--- config.mk ---
export PLATFORM = sky130hd
export DESIGN_NAME = program_loader
export DESIGN_NICKNAME = d
export VERILOG_FILES = /design/src/rtl/loader_pkg.sv /design/src/rtl/loader_word_assembler.sv /design/src/rtl/program_loader.sv
export SDC_FILE = /design/constraint.sdc
export NUM_CORES = 1
export LEC_CHECK = 0
export BUFFER_PORTS_ARGS = -buffer_cell sky130_fd_sc_hd__buf_4
export CORE_ASPECT_RATIO = 0.7
export CORE_MARGIN = 2
export CORE_UTILIZATION = 40
export DETAILED_ROUTE_END_ITERATION = 10
export HOLD_SLACK_MARGIN = 0.06
export PLACE_DENSITY_LB_ADDON = 0.25
export SLEW_MARGIN = 20
export SYNTH_ARGS = -nofsm -noshare
export SYNTH_HDL_FRONTEND = slang
export SYNTH_SLANG_ARGS = --single-unit
--- constraint.sdc ---
create_clock -name clock -period 3.6 [get_ports clock]
set_input_delay 0.36 -clock clock [delete_from_list [all_inputs] [get_ports clock]]
set_output_delay 0.36 -clock clock [all_outputs]
set_load 0.02 [all_outputs]
--- src/rtl/loader_pkg.sv ---
// Shared types for the program loader: FSM states, byte order and word geometry.
package loader_pkg;

   typedef enum logic [2:0] {
      ST_IDLE    = 3'd0,
      ST_COLLECT = 3'd1,
      ST_WRITE   = 3'd2,
      ST_CHECK   = 3'd3,
      ST_DONE    = 3'd4
   } loader_state_t;

   typedef enum logic {
      ORDER_LITTLE = 1'b0,
      ORDER_BIG    = 1'b1
   } byte_order_t;

   function automatic int bytes_per_word(input int word_width);
      return word_width / 8;
   endfunction

endpackage

--- src/rtl/loader_word_assembler.sv ---
// Packs a byte stream into one word with selectable byte order; flags the byte that completes it.
// The next-word output only exists when LOADER_CHECKSUM_EN is defined (trailer compare).
module loader_word_assembler
   import loader_pkg::*;
#(
   parameter int WORD_WIDTH = 32
) (
   input  logic                  clock,
   input  logic                  reset,
   input  logic                  clear_i,
   input  logic                  byte_valid_i,
   input  logic [7:0]            byte_data_i,
   input  logic                  order_i,
   output logic [WORD_WIDTH-1:0] word_o,
`ifdef LOADER_CHECKSUM_EN
   output logic [WORD_WIDTH-1:0] word_next_o,
`endif
   output logic                  last_byte_o
);

   localparam int BPW = bytes_per_word(WORD_WIDTH);
   localparam int CW  = $clog2(BPW);

   logic [CW-1:0]         count_q, count_d;
   logic [WORD_WIDTH-1:0] word_q, word_d;

   assign last_byte_o = byte_valid_i && !clear_i && (count_q == CW'(BPW - 1));
   assign word_o      = word_q;
`ifdef LOADER_CHECKSUM_EN
   assign word_next_o = word_d;
`endif

   // NOTE: every always_comb output gets its hold value first so no path can infer a latch.
   always_comb begin
      word_d  = word_q;
      count_d = count_q;
      if (clear_i) begin
         word_d  = '0;
         count_d = '0;
      end else if (byte_valid_i) begin
         if (order_i == ORDER_BIG) begin
            word_d[WORD_WIDTH - 8 - 8 * int'(count_q) +: 8] = byte_data_i;
         end else begin
            word_d[8 * int'(count_q) +: 8] = byte_data_i;
         end
         count_d = last_byte_o ? '0 : count_q + 1'b1;
      end
   end

   // NOTE: state registers use non-blocking assignments so all flops update together at the edge.
   always_ff @(posedge clock) begin
      if (!reset) begin
         word_q  <= '0;
         count_q <= '0;
      end else begin
         word_q  <= word_d;
         count_q <= count_d;
      end
   end

endmodule

--- src/rtl/program_loader.sv ---
// Byte-stream image loader: packs bytes into words, writes them via a write/ack port, holds the CPU.
// Define LOADER_CHECKSUM_EN to require a trailing checksum word after the image.
module program_loader
   import loader_pkg::*;
#(
   parameter int WORD_WIDTH = 32,
   parameter int ADDR_WIDTH = 12,
   parameter int DEPTH      = 1024,
   parameter int BASE_ADDR  = 0
) (
   input  logic                  clock,
   input  logic                  reset,
   input  logic                  start,
   input  logic [15:0]           length,
   input  logic                  big_endian,
   input  logic                  in_valid,
   input  logic [7:0]            in_data,
   output logic                  in_ready,
   output logic                  mem_we,
   output logic [ADDR_WIDTH-1:0] mem_addr,
   output logic [WORD_WIDTH-1:0] mem_wdata,
   input  logic                  mem_ack,
   output logic                  cpu_hold,
   output logic                  done,
   output logic                  error,
   output logic [15:0]           words_loaded
);

   localparam int                  BYTES_PER_WORD = bytes_per_word(WORD_WIDTH);
   localparam logic [ADDR_WIDTH-1:0] BASE         = ADDR_WIDTH'(BASE_ADDR);
   localparam logic [ADDR_WIDTH-1:0] ADDR_STEP    = ADDR_WIDTH'(BYTES_PER_WORD);

   loader_state_t         state_q, state_d;
   logic [ADDR_WIDTH-1:0] addr_q, addr_d;
   logic [15:0]           words_q, words_d;
   logic [15:0]           len_q, len_d;
   logic                  order_q, order_d;
   logic                  done_q, done_d;
   logic                  error_q, error_d;
`ifdef LOADER_CHECKSUM_EN
   logic [WORD_WIDTH-1:0] sum_q, sum_d;
   logic [WORD_WIDTH-1:0] asm_word_next;
`endif

   logic start_ok;
   logic byte_accept;
   logic asm_last;

   assign start_ok    = start && (state_q == ST_IDLE || state_q == ST_DONE);
`ifdef LOADER_CHECKSUM_EN
   assign in_ready    = (state_q == ST_COLLECT) || (state_q == ST_CHECK);
`else
   assign in_ready    = (state_q == ST_COLLECT);
`endif
   assign byte_accept = in_valid && in_ready;
   assign mem_we      = (state_q == ST_WRITE);
   assign mem_addr    = addr_q;
   assign cpu_hold    = !(state_q == ST_DONE && !error_q);
   assign done        = done_q;
   assign error       = error_q;
   assign words_loaded = words_q;

   // The trailer reuses the image assembler; a new start clears any stale lanes.
   loader_word_assembler #(
      .WORD_WIDTH (WORD_WIDTH)
   ) u_assembler (
      .clock        (clock),
      .reset        (reset),
      .clear_i      (start_ok),
      .byte_valid_i (byte_accept),
      .byte_data_i  (in_data),
      .order_i      (order_q),
      .word_o       (mem_wdata),
`ifdef LOADER_CHECKSUM_EN
      .word_next_o  (asm_word_next),
`endif
      .last_byte_o  (asm_last)
   );

   always_comb begin
      state_d = state_q;
      addr_d  = addr_q;
      words_d = words_q;
      len_d   = len_q;
      order_d = order_q;
      done_d  = done_q;
      error_d = error_q;
`ifdef LOADER_CHECKSUM_EN
      sum_d   = sum_q;
`endif
      case (state_q)
         ST_IDLE, ST_DONE: begin
            if (start) begin
               addr_d  = BASE;
               words_d = '0;
               len_d   = length;
               order_d = big_endian;
               done_d  = 1'b0;
               error_d = 1'b0;
`ifdef LOADER_CHECKSUM_EN
               sum_d   = '0;
`endif
               if (length == 16'd0) begin
                  state_d = ST_DONE;
                  done_d  = 1'b1;
               end else if (32'(length) > 32'(DEPTH)) begin
                  state_d = ST_DONE;
                  done_d  = 1'b1;
                  error_d = 1'b1;
               end else begin
                  state_d = ST_COLLECT;
               end
            end
         end
         ST_COLLECT: begin
            if (asm_last) state_d = ST_WRITE;
         end
         ST_WRITE: begin
            if (mem_ack) begin
               words_d = words_q + 16'd1;
               addr_d  = addr_q + ADDR_STEP;
`ifdef LOADER_CHECKSUM_EN
               sum_d   = sum_q + mem_wdata;
`endif
               if (words_q + 16'd1 < len_q) begin
                  state_d = ST_COLLECT;
               end else begin
`ifdef LOADER_CHECKSUM_EN
                  state_d = ST_CHECK;
`else
                  state_d = ST_DONE;
                  done_d  = 1'b1;
`endif
               end
            end
         end
`ifdef LOADER_CHECKSUM_EN
         ST_CHECK: begin
            if (asm_last) begin
               state_d = ST_DONE;
               done_d  = 1'b1;
               error_d = (asm_word_next != sum_q);
            end
         end
`endif
         default: state_d = ST_IDLE;
      endcase
   end

   always_ff @(posedge clock) begin
      if (!reset) begin
         state_q <= ST_IDLE;
         addr_q  <= BASE;
         words_q <= '0;
         len_q   <= '0;
         order_q <= 1'b0;
         done_q  <= 1'b0;
         error_q <= 1'b0;
`ifdef LOADER_CHECKSUM_EN
         sum_q   <= '0;
`endif
      end else begin
         state_q <= state_d;
         addr_q  <= addr_d;
         words_q <= words_d;
         len_q   <= len_d;
         order_q <= order_d;
         done_q  <= done_d;
         error_q <= error_d;
`ifdef LOADER_CHECKSUM_EN
         sum_q   <= sum_d;
`endif
      end
   end

endmodule
==> flow_summary.yaml, run 1 <==
status:
  outcome: "complete, no violations"
clocking:
  htreeDepth: 3
  cts_tree: "built"
  cts_post_setup_buffers_inserted: 0
  cts-resized-gates: 0
  cts.clk_slew.worst_paths_ps: 60
  cts_max_path_buffers: 2
  cts_root_buf: "clkbuf_16"
  postCtsHoldBufs: 0
  cts.sinks: 82
  clk_latency_ps: 340
  numCtsBuffers: 9
final_layout:
  seq_area_sq_mm: 0.001642
  multi_input_comb_area_sq_mm: 0.002200
  stdcell_count: 694
  fill_cells: 920
  final_nets: 612
  syn2layout_area_growth_pct: 26.38
  drive_gt1_share_pct: 21.91
  postLayoutCellArea_sq_mm: 0.005082
  antenna_cells: 0
synthesis:
  syn_inst: 480
  ys.flop_type: "dfxtp_1"
  synth_top_cells_by_area: "dfxtp_1 (41%), a22oi_1 (7.1%), ha_1 (6.5%)"
  synth_edf_count: 0
  async_reset_ff_share_pct: 0
  yosysWarnings: 0
  yosysUniqueCellTypes: 54
  syn_avg_cell_area_sq_um: 8.378
  ys_ff_latch: 82
  synth_top_area_cell: "dfxtp_1"
  yosysSeqAreaShare_pct: 40.82
  synthesis.area_sq_mm: 0.004021
  synth.top_cell.area_share_pct: 40.82
die:
  initial_core_util_pct: 41.36
  rows: 30
  io_pins: 95
  die-width_microns: 123.8
  core_sq_mm: 0.009722
  fp.dieArea_sq_mm: 0.01088
  die_h_microns: 87.89
drt:
  routedWlPerCell_microns: 15.50
  initialDrtViolationCount: 368
  vias: 3783
  drcViolationCount: 0
  ant_nets: 0
  wl_mm: 10.76
  first_pass_iters: 5
  vias_per_cell: 5.451
worst_hold_path:
  hold_class: "primary input to flip-flop"
global_route:
  grt_start_max_net_pins: 43
  antenna_found_initial: 0
  grt_usage_pct: 20.34
  grt_pass1_wl_mm: 16.95
  grt_overflow: 0
  grt_pass1_vias: 3367
setup_path:
  required_ps: 3880
  cp_max_fo: 7
  critical_path_arrival_ps: 3430
  cp-start-kind: "flip-flop"
  end_kind: "flip-flop"
  worstSetupPathType: "flip-flop to flip-flop"
placed_design:
  dp_hpwl_mm: 7.901
  gp_congestion: 0.8283
  placed_area_sq_mm: 0.004773
  placement.io_buffers: 92
  place_ws_ps: 485.1
  dp_cells: 678
job:
  max_cap_viol_count: 0
sta:
  tightest_slew_ps: 985.5
  max_slew_margin_pct: 34.30
  skew_ps: 4.460
  rsz0062_at_grt: "false"
  hold-worst-slack_ps: 277.1
  setup_ws_ps: 451.6
  period_share_pct: 87.46
  finalSetupTns_ps: 0
  drv_slew: 0
  hold_violations: 0
  setup_viol: 0
  fin_crit_ps: 3148
  fmax_mhz: 317.6
power_and_ir_drop:
  p_per_area_mw_per_mm2: 386.5
  leakage_nw: 2.050
  ir_drop_mv: 0.2953
metal layers:
layer	up-vias	global-route usage, %	part of all wire, %
met5	-	0	0
met4	0	6.095	1.3
met3	16	5.143	6.1
met2	106	27.92	43
met1	1811	30.88	50
li1	1850	-	-
cells in the mapped netlist (4+ instances only):
cell       n
xor2_1    13
mux2_2     4
nand3_1   10
buf_2      7
clkbuf_1  13
dfxtp_1   82
nand4_1   10
nand2_1   60
a22oi_1   38
xnor2_1    9
or3_1      4
inv_1     21
nor2_1    64
nand2b_1   4
a31oi_1    5
a21oi_1   43
and4_1     4
o21ai_0    4
ha_1      21
nor3_1     7
o21ai_1    7
through the flow:
step / total power, mW / util (%)
floorplan: 1.019 / -
global route: 2.043 / 52.28
detailed placement: 1.076 / 49.10
finish: 1.965 / 52.28
CTS: 1.990 / 52.15
global placement: 1.073 / 49.10
state kept, by name, indices dropped and copies added, names as in the netlist:
signal,cells
done,1
order_q,1
words_loaded,16
error,1
len_q,16
u_assembler.count_q,2
u_assembler.word_o,32
state_q,3
mem_addr,10
kinds of logic (layout without fill, tap and decap cells):
logic type	count (synthesis)	count (layout)	share of synthesized area, %
AOI/OAI and AO/OA	112	112	17.89
DFF	82	82	40.82
adders and majority gates	21	21	6.534
muxes	5	5	1.369
other	1	2	0.09325
and+or+nand+nor	190	190	23.62
buffers and inverters	47	132	4.885
xor gates and xnor gates	22	22	4.792
where the power goes:
group | switching, mW | internal, mW
clock | 0.370 | 0.537
combinational | 0.0768 | 0.0496
sequential | 0.0103 | 0.921
worst paths after layout:
kind	startpoint	endpoint	slack, ps	depth (start not counted)
worst max-delay path	words_loaded[0]$_SDFFE_PN0P_	done$_SDFFE_PN0P_	450	11
worst min-delay path	length[8]	len_q[8]$_SDFFE_PN0P_	280	3
worst max register to register	words_loaded[0]$_SDFFE_PN0P_	done$_SDFFE_PN0P_	450	11
worst min register to register	len_q[1]$_SDFFE_PN0P_	len_q[1]$_SDFFE_PN0P_	460	2
placed cells by master (no fill, tap or decap), types with 2 or more instances in the layout:
master	count
o21ai_1	7
nand3_1	10
nor3b_2	2
or3_1	4
a32oi_1	2
o21a_1	2
nand2_1	60
nor3_4	2
conb_1	2
nand4_1	10
clkinvlp_4	5
a21o_1	2
a22o_1	2
xor2_1	13
nor3_1	7
nor3b_1	3
clkbuf_16	9
nand2b_1	4
inv_1	21
nor2_1	64
buf_4	93
and3_1	2
ha_1	21
o21ai_0	4
dfxtp_1	82
xnor2_1	9
mux2_2	4
and4_1	4
a22oi_1	38
nor4_1	3
a21oi_1	43
nor2b_1	3
a31oi_1	5
nand3b_1	3
critical path, cell delays in order, from the launching register on:
cell and delay [ps]:
dfxtp_1 450, ha_1 290, nand3_2 180, nor3_2 400
nand2_1 160, xnor2_1 150, ha_1 330, nand4_1 140
nor3_1 260, or4b_1 480, nand3_1 130, o41a_1 130
area by class of cell:
cell class                      instances  share of cell area, %
Clock buffer                           10                  4.505
Multi-Input combinational cell        352                  43.28
Sequential cell                        82                  32.30
Inverter                               23                  1.699
Tap cell                              128                  3.151
Clock inverter                          6                  1.329
Timing Repair Buffer                   93                  13.74
(Power assumes the default switching activity.)
==> inputs of run 2 (changes only) <==
--- a/config.mk
+++ b/config.mk
@@ -11,7 +11,7 @@
 export CORE_UTILIZATION = 40
 export DETAILED_ROUTE_END_ITERATION = 10
 export HOLD_SLACK_MARGIN = 0.06
-export PLACE_DENSITY_LB_ADDON = 0.25
+export PLACE_DENSITY = 0.66
 export SLEW_MARGIN = 20
 export SYNTH_ARGS = -nofsm -noshare
 export SYNTH_HDL_FRONTEND = slang
==> constraint.sdc (replaced) <==
create_clock -name clock -period 3.4 [get_ports clock]
set_input_delay 0.34 -clock clock [delete_from_list [all_inputs] [get_ports clock]]
set_output_delay 0.34 -clock clock [all_outputs]
set_load 0.005 [all_outputs]
==> flow_summary.yaml, run 2 (synthesis gave the netlist of run 1 again) <==
clocking:
  cts.clk_slew.worst_paths_ps: 60
  cts_post_setup_buffers_inserted: 0
  cts_root_buf: "clkbuf_16"
  numCtsBuffers: 9
  cts_tree: "built"
  clk_latency_ps: 330
  cts.sinks: 82
  htreeDepth: 3
  cts-resized-gates: 0
  postCtsHoldBufs: 0
  cts_max_path_buffers: 2
sta:
  finalSetupTns_ps: 0
  hold_violations: 0
  fin_crit_ps: 3078
  drv_slew: 0
  tightest_slew_ps: 930.0
  hold-worst-slack_ps: 263.0
  max_slew_margin_pct: 38.00
  fmax_mhz: 324.8
  rsz0062_at_grt: "false"
  setup_viol: 0
  skew_ps: 5.517
  period_share_pct: 90.54
setup_path:
  max_stage_delay_ps: 490
  cp-start-kind: "flip-flop"
  crit_end: "done$_SDFFE_PN0P_"
  startpoint: "words_loaded[7]$_SDFFE_PN0P_"
  r2r_slack_ps: 320
  worstReg2RegStart: "words_loaded[7]$_SDFFE_PN0P_"
  path_depth: 10
  required_ps: 3680
  end_kind: "flip-flop"
  worstSetupPathType: "flip-flop to flip-flop"
  cp_max_fo: 8
  crit_buf_inv: 0
  critPathMostFrequentCell: "nand4_1"
  path_cells: "nand4_1 -> nor4b_4 -> and4_1 -> xor2_1 -> ha_1 -> nand4_1 -> nor3_1 -> or4b_1 -> nand3_1 -> o41a_1"
  critical_path_arrival_ps: 3350
  reg2reg_to: "done$_SDFFE_PN0P_"
  crit_family: "simple AND/OR/NAND/NOR gates"
  crit_slowest_cell: "or4b_1"
  r2r_cells: 10
global_route:
  grt_pass1_vias: 3528
  grt_start_max_net_pins: 43
  grt_overflow: 0
  grt_pass1_wl_mm: 17.78
  antenna_found_initial: 0
  grt_usage_pct: 21.09
placed_design:
  placement.io_buffers: 92
  gp_congestion: 0.9110
  dp_hpwl_mm: 8.171
  placed_area_sq_mm: 0.004788
die:
  core_sq_mm: 0.009722
  die_h_microns: 87.89
  initial_core_util_pct: 41.36
  rows: 30
  die-width_microns: 123.8
  fp.dieArea_sq_mm: 0.01088
  io_pins: 95
power_and_ir_drop:
  total_power_mw: 2.005
  p_per_area_mw_per_mm2: 395.2
  leakage_nw: 2.072
  ir_drop_mv: 0.2346
drt:
  first_pass_iters: 5
  vias: 3723
  initialDrtViolationCount: 305
  wl_mm: 10.94
  routedWlPerCell_microns: 15.71
  vias_per_cell: 5.349
  drcViolationCount: 0
  ant_nets: 0
final_layout:
  final_nets: 614
  antenna_cells: 0
  postLayoutCellArea_sq_mm: 0.005072
  syn2layout_area_growth_pct: 26.14
  largest_register_ffs: 32
  layout_common_cells: "buf_4 (95), dfxtp_1 (82), nor2_1 (64)"
  layout_commonest_cell: "buf_4"
  drive_gt1_share_pct: 22.36
job:
  max_cap_viol_count: 0
worst_hold_path:
  hold_class: "primary input to flip-flop"
status:
  outcome: "complete, no violations"
run 2: through the flow:
stage | utilization, % | setup WS (ps) | cells
2_1_floorplan | - | 635.6 | 481
3_3_place_gp | 49.25 | 517.2 | 680
3_5_place_dp | 49.25 | 358.0 | 680
4_1_cts | 52.05 | 318.8 | 696
5_1_grt | 52.18 | 14.57 | 696
6_report | 52.18 | 321.6 | 696
run 2: power breakdown:
group          switching, mW  internal, mW
clock                  0.383         0.508
sequential            0.0106         0.975
combinational         0.0760        0.0522
run 2: worst reg2reg max path, delay by kind of cell (launching register included):
kind	cells	cell delay [ps]
flip-flops	1	480
adder cells (fa/ha/maj)	1	300
AND/OR/NAND/NOR	7	2040
AO/OA/AOI/OAI	1	130
XOR/XNOR	1	90
run 2: layer usage:
metal | up-vias | GRT usage [%] | share of wire [%]
met5 | - | 0 | 0
met4 | 0 | 6.818 | 1.3
met3 | 12 | 5.078 | 5.7
met2 | 84 | 30.72 | 44
met1 | 1770 | 30.63 | 49
li1 | 1857 | - | -
run 2: layout make-up:
type | instances | area, sq um
repair buffers | 95 | 713.2
inverters | 23 | 86.33
flip-flops and latches | 82 | 1642
well taps | 128 | 160.2
fillers | 906 | 4649
clock buffers | 10 | 239.0
multi-input cells | 352 | 2200
clock inverters | 6 | 32.53
run 2: worst min path at each step:
stage | startpoint | end | slack, ps | cells after the start
after detailed placement | len_q[7]$_SDFFE_PN0P_ | len_q[7]$_SDFFE_PN0P_ | 450 | 2
after global placement | len_q[11]$_SDFFE_PN0P_ | len_q[11]$_SDFFE_PN0P_ | 450 | 2
after CTS | length[15] | len_q[15]$_SDFFE_PN0P_ | 250 | 3
after global routing | length[9] | len_q[9]$_SDFFE_PN0P_ | 260 | 3
after floorplan | len_q[10]$_SDFFE_PN0P_ | len_q[10]$_SDFFE_PN0P_ | 440 | 2
final | length[9] | len_q[9]$_SDFFE_PN0P_ | 260 | 3
